$ cat src/rtl/kisc_alu_if.sv
// Operand/result bundle between the KISC-V execute stage and kisc_alu.
// The core drives op/a/b/en (master); the ALU returns y/cmp and their registered copies (slave).
interface kisc_alu_if;
    logic [3:0]  op;
    logic [31:0] a;
    logic [31:0] b;
    logic        en;
    logic [31:0] y;
    logic        cmp;
    logic [31:0] y_q;
    logic        cmp_q;

    modport master (
        output op, a, b, en,
        input  y, cmp, y_q, cmp_q
    );

    modport slave (
        input  op, a, b, en,
        output y, cmp, y_q, cmp_q
    );
endinterface

$ cat src/rtl/kisc_alu.sv
// Single-cycle RV32I ALU with parallel branch compare for the KISC-V core.
// Optional registered outputs are built when ALU_OUT_REG_EN is defined; otherwise y_q/cmp_q mirror y/cmp.
module kisc_alu (
    input logic       clk,
    input logic       rts_n,
    kisc_alu_if.slave bus
);
    localparam logic [2:0] F3_ADD  = 3'b000;
    localparam logic [2:0] F3_SLL  = 3'b001;
    localparam logic [2:0] F3_SLT  = 3'b010;
    localparam logic [2:0] F3_SLTU = 3'b011;
    localparam logic [2:0] F3_XOR  = 3'b100;
    localparam logic [2:0] F3_SR   = 3'b101;
    localparam logic [2:0] F3_OR   = 3'b110;
    localparam logic [2:0] F3_AND  = 3'b111;

    function automatic logic signed_lt(input logic [31:0] x, input logic [31:0] z);
        return $signed(x) < $signed(z);
    endfunction

    logic [4:0]  shamt_s;
    logic [31:0] sum_s;
    logic [31:0] diff_s;
    logic [31:0] sra_s;
    logic        lt_s;
    logic        ltu_s;
    logic        eq_s;
    logic [31:0] y_s;
    logic        cmp_s;

    assign shamt_s = bus.b[4:0];
    assign sum_s   = bus.a + bus.b;
    assign diff_s  = bus.a - bus.b;
    assign sra_s   = $signed(bus.a) >>> shamt_s;
    assign lt_s    = signed_lt(bus.a, bus.b);
    assign ltu_s   = (bus.a < bus.b);
    assign eq_s    = (bus.a == bus.b);

    // Result mux: ex only distinguishes ADD/SUB and SRL/SRA.
    always_comb begin
        y_s = 32'h0000_0000;
        case (bus.op[2:0])
            F3_ADD: begin
                if (bus.op[3]) y_s = diff_s;
                else           y_s = sum_s;
            end
            F3_SLL:  y_s = bus.a << shamt_s;
            F3_SLT:  y_s = {31'h0000_0000, lt_s};
            F3_SLTU: y_s = {31'h0000_0000, ltu_s};
            F3_XOR:  y_s = bus.a ^ bus.b;
            F3_SR: begin
                if (bus.op[3]) y_s = sra_s;
                else           y_s = bus.a >> shamt_s;
            end
            F3_OR:   y_s = bus.a | bus.b;
            F3_AND:  y_s = bus.a & bus.b;
            default: y_s = 32'h0000_0000;
        endcase
    end

    // Branch compare: ex is an immediate bit during branches, so it never participates.
    always_comb begin
        cmp_s = 1'b0;
        case (bus.op[2:0])
            3'b000:  cmp_s = eq_s;
            3'b001:  cmp_s = ~eq_s;
            3'b100:  cmp_s = lt_s;
            3'b101:  cmp_s = ~lt_s;
            3'b110:  cmp_s = ltu_s;
            3'b111:  cmp_s = ~ltu_s;
            default: cmp_s = 1'b0;
        endcase
    end

    assign bus.y   = y_s;
    assign bus.cmp = cmp_s;

`ifdef ALU_OUT_REG_EN
    logic [31:0] y_q_r;
    logic        cmp_q_r;

    // Capture register: reset dominates the enable.
    always_ff @(posedge clk) begin
        if (!rts_n) begin
            y_q_r   <= 32'h0000_0000;
            cmp_q_r <= 1'b0;
        end else if (bus.en) begin
            y_q_r   <= y_s;
            cmp_q_r <= cmp_s;
        end
    end

    assign bus.y_q   = y_q_r;
    assign bus.cmp_q = cmp_q_r;
`else
    logic unused_s;
    assign unused_s  = &{1'b0, clk, rts_n, bus.en};
    assign bus.y_q   = y_s;
    assign bus.cmp_q = cmp_s;
`endif
endmodule

$ cat src/flat_wrapper.sv
// flat-port wrapper written by rule: the top's interface ports become plain ports
module kisc_alu_flat 
  (clk, rts_n, bus_op, bus_a, bus_b, bus_en, bus_y, bus_cmp, bus_y_q, bus_cmp_q);
  kisc_alu_if bus_i ();
  input logic clk;
  input logic rts_n;
  input wire logic [$bits(bus_i.op)-1:0] bus_op;
  input wire logic [$bits(bus_i.a)-1:0] bus_a;
  input wire logic [$bits(bus_i.b)-1:0] bus_b;
  input wire logic [$bits(bus_i.en)-1:0] bus_en;
  output wire logic [$bits(bus_i.y)-1:0] bus_y;
  output wire logic [$bits(bus_i.cmp)-1:0] bus_cmp;
  output wire logic [$bits(bus_i.y_q)-1:0] bus_y_q;
  output wire logic [$bits(bus_i.cmp_q)-1:0] bus_cmp_q;
  assign bus_i.op = bus_op;
  assign bus_i.a = bus_a;
  assign bus_i.b = bus_b;
  assign bus_i.en = bus_en;
  assign bus_y = bus_i.y;
  assign bus_cmp = bus_i.cmp;
  assign bus_y_q = bus_i.y_q;
  assign bus_cmp_q = bus_i.cmp_q;
  kisc_alu u_core (.clk(clk), .rts_n(rts_n), .bus(bus_i));
endmodule
$ cat config.mk
export PLATFORM = sky130hd
export DESIGN_NAME = kisc_alu_flat
export DESIGN_NICKNAME = d
export VERILOG_FILES = /design/src/rtl/kisc_alu_if.sv /design/src/rtl/kisc_alu.sv /design/src/flat_wrapper.sv
export SDC_FILE = /design/constraint.sdc
export NUM_CORES = 1
export LEC_CHECK = 0
export ABC_AREA = 1
export BUFFER_PORTS_ARGS = -buffer_cell sky130_fd_sc_hd__buf_2
export CAP_MARGIN = 20
export CORE_UTILIZATION = 46
export DETAILED_ROUTE_END_ITERATION = 12
export PLACE_DENSITY_LB_ADDON = 0.15
export SYNTH_ARGS = -nofsm -noshare
export SYNTH_HDL_FRONTEND = slang
export SYNTH_SLANG_ARGS = --single-unit
$ cat constraint.sdc
create_clock -name vclk -period 4
set_clock_uncertainty 0.2 [all_clocks]
set_input_delay 0.4 -clock vclk [all_inputs]
set_output_delay 0.4 -clock vclk [all_outputs]
set_load 0.02 [all_outputs]
==> key figures <==
Pwr
  • PwrDens: 161 mW/mm^2
  • Maximum VDD drop: 0.117 mV
  • Final Power: 0.00171 W
  • Leak Pwr: 6.32 nW

Timing
  • RSZ-0062 raised after global routing: no
  • Period utilization: 0.879
  • Relative slew slack: 0.464
  • Final Hold Fails: 0
  • F_max: 284 MHz
  • Least-Margin Pin Slew: 0.803 ns
  • Setup TNS: 0 ns
  • Final setup viols: 0
  • Tmin final: 3.52 ns
  • Slew Limit Fails: 0

Final layout
  • Design Area, Final: 0.0106 mm^2
  • # clk buffers: 0
  • Area delta synth->final: 5.08%
  • Register area: 0 um^2
  • Filler instances: 2518
  • Share of cells above drive strength 1: 0.103
  • Seq_cells: 0
  • Post-route insts no fill: 2380
  • Nets: 2277
  • ANT cells: 0

Routing
  • Number of routed nets with antenna violations: 0
  • WL met2: 21300 um
  • DR WL met3: 4740 um
  • Post-Route WL: 47600 um
  • First drt pass iteration count: 5
  • Initial DRC Count: 1670
  • DR top layer: met4
  • Vias: 13800
  • Routed wire per std cell: 20.0 um
  • Metal-1 WL: 19900 um
  • Via/cell ratio: 5.79
  • DRC: 0

Floorplan
  • IO Pins: 137
  • Core Region: 0.0213 mm^2
  • Rows: 53
  • Die Ht: 150 um
  • Initial Utilization: 0.475
  • Die Area: 0.0226 mm^2
  • Die width: 150 um

Hold path
  • Hold Startpoint: bus_op[2]
  • HP Class: in2out

Yosys
  • Mapped Nets: 2241
  • Top-area cell type share of the netlist area: 0.290
  • Cell taking the most area after synthesis: nand2_1
  • Yosys warns: 0
  • Main area contributors after synthesis: nand2_1 29%, nand3_1 12%, ha_1 12%
  • Area of the mapped netlist: 0.0101 mm^2
  • Post-Syn Area per Cell: 4.88 um^2
  • Synth unique cells: 44
  • Post-synthesis instance total: 2071
  • Post-synthesis sequential area ratio: 0

GRT
  • Vias in the first global route: 12300
  • Global-route congestion overflow total: 0
  • Initial antenna violation count: 0
  • GRT Total Usage: 0.415
  • First-pass GRT wire length: 70200 um
  • Largest net degree at the start of global routing: 66

Critical path
  • Crit path max fanout: 7
  • Crit path max-delay family: simple AND/OR/NAND/NOR gates
  • CP dominant cell by count: nand2_1
  • Crit end category: output pin
  • Startpoint types: input port
  • CP Launch Point: bus_a[10]
  • CP max stage delay: 0.47 ns
  • Setup CP Type: in2out
  • Slowest library cell on the worst path: ha_1
  • Critical Path AT: 2.92 ns
  • CP required: 3.40 ns
  • CP Cell Sequence: buf_2 > inv_1 > ha_1 > nand2_1 > nor2_2 > nand2_1 > nor2_1 > nand2_1 > nand3_1 > nand2_1 > nand2_1 > nand2_1 > nand2_1 > nand2_1 > nand2_1 > buf_2
  • Crit path buf inv count: 3

Placed design
  • Placed cell count: 2380
  • Detailed Place HPWL: 39200 um
  • GP Congestion: 1.03
  • Post-DP Area: 0.0106 mm^2
  • Buffers on Ports: 134

Run status
  • Outcome: finished clean

Clocking
  • Setup bufs post-CTS: 0
  • CTS Hold Bufs: 0
  • Post-CTS sizing: 0

Run
  • Max-Cap Viols: 0
-- layout by cell type (no fill, tap or decap), types with 2 or more instances in the layout --
cell and count:
a21oi_1 111, a21oi_2 3, a221oi_1 8, a31oi_1 7
and2_1 3, buf_2 134, buf_4 29, fa_1 2
ha_1 97, inv_1 262, inv_2 21, inv_4 2
mux2i_1 6, nand2_1 780, nand2_2 3, nand3_1 250
nand3_2 2, nand3b_1 5, nand4_1 10, nor2_1 144
nor2_2 15, nor3_1 21, nor3_2 3, o211ai_1 23
o21a_1 14, o21ai_0 53, o21ai_1 41, o21bai_1 7
o221ai_1 5, o22ai_1 16, or2_1 2, or2_2 2
xor2_1 15
-- where the power goes --
| group | switching, W | leakage, nW | internal (W) |
|---|---|---|---|
| sequential | 0 | 0 | 0 |
| combinational | 0.00122 | 6.32 | 0.000494 |
| clock | 0 | 0 | 0 |
| total | 0.00122 | 6.32 | 0.000494 |
-- synthesized netlist by cell type --
| library cell | n |
|---|---|
| a211o_1 | 1 |
| a21oi_1 | 111 |
| a21oi_2 | 3 |
| a21oi_4 | 1 |
| a221oi_1 | 8 |
| a311oi_1 | 1 |
| a31oi_1 | 7 |
| and2_1 | 3 |
| buf_1 | 19 |
| buf_2 | 45 |
| buf_4 | 40 |
| buf_6 | 7 |
| clkbuf_1 | 19 |
| fa_1 | 2 |
| ha_1 | 97 |
| inv_1 | 263 |
| inv_2 | 20 |
| inv_4 | 2 |
| mux2i_1 | 6 |
| nand2_1 | 780 |
| nand2_2 | 3 |
| nand3_1 | 250 |
| nand3_2 | 2 |
| nand3b_1 | 5 |
| nand4_1 | 10 |
| nor2_1 | 145 |
| nor2_2 | 14 |
| nor2_4 | 1 |
| nor3_1 | 22 |
| nor3_2 | 2 |
| nor3b_1 | 1 |
| nor4_1 | 1 |
| o2111ai_1 | 1 |
| o211ai_1 | 23 |
| o21a_1 | 14 |
| o21ai_0 | 53 |
| o21ai_1 | 41 |
| o21bai_1 | 7 |
| o221ai_1 | 5 |
| o22ai_1 | 16 |
| or2_1 | 2 |
| or2_2 | 2 |
| xnor2_1 | 1 |
| xor2_1 | 15 |
-- per-stage QoR --
stage          hold slack, ns   util  worst slack (ns)
5_1_grt                  1.26  0.499             0.312
3_3_place_gp             1.19  0.499             0.564
2_1_floorplan           0.892      -             0.715
6_report                 1.21  0.499             0.484
4_1_cts                  1.20  0.499             0.548
3_5_place_dp             1.20  0.499             0.553
-- path summary, 6_finish.rpt --
check	endpoint	slack, ns	cells after the start
setup / recovery	bus_y_q[19]	0.48	16
hold / removal	bus_y_q[30]	1.21	5
-- metal layers --
layer  vias to the layer above  GRT usage
met5                         -          0
met4                         0      0.127
met3                        97     0.0606
met2                       728      0.679
met1                      6316      0.556
li1                       6637          -
-- logic make-up (layout without fill, tap and decap cells) --
family | Yosys count | count (layout) | synth area share
XOR/XNOR | 16 | 16 | 0.0139
AND/OR/NAND/NOR | 1243 | 1243 | 0.509
buffers and inverters | 415 | 449 | 0.180
adder cells (fa/ha/maj) | 99 | 99 | 0.124
multiplexers | 6 | 6 | 0.00594
AO/OA/AOI/OAI | 292 | 292 | 0.167
-- layout make-up --
class	count	area, um^2	share of cell area
Inverter	285	1070	0.101
Multi-Input combinational cell	1656	8290	0.781
Tap cell	275	344	0.0324
Timing Repair Buffer	164	908	0.0855
(Power assumes the default switching activity.)
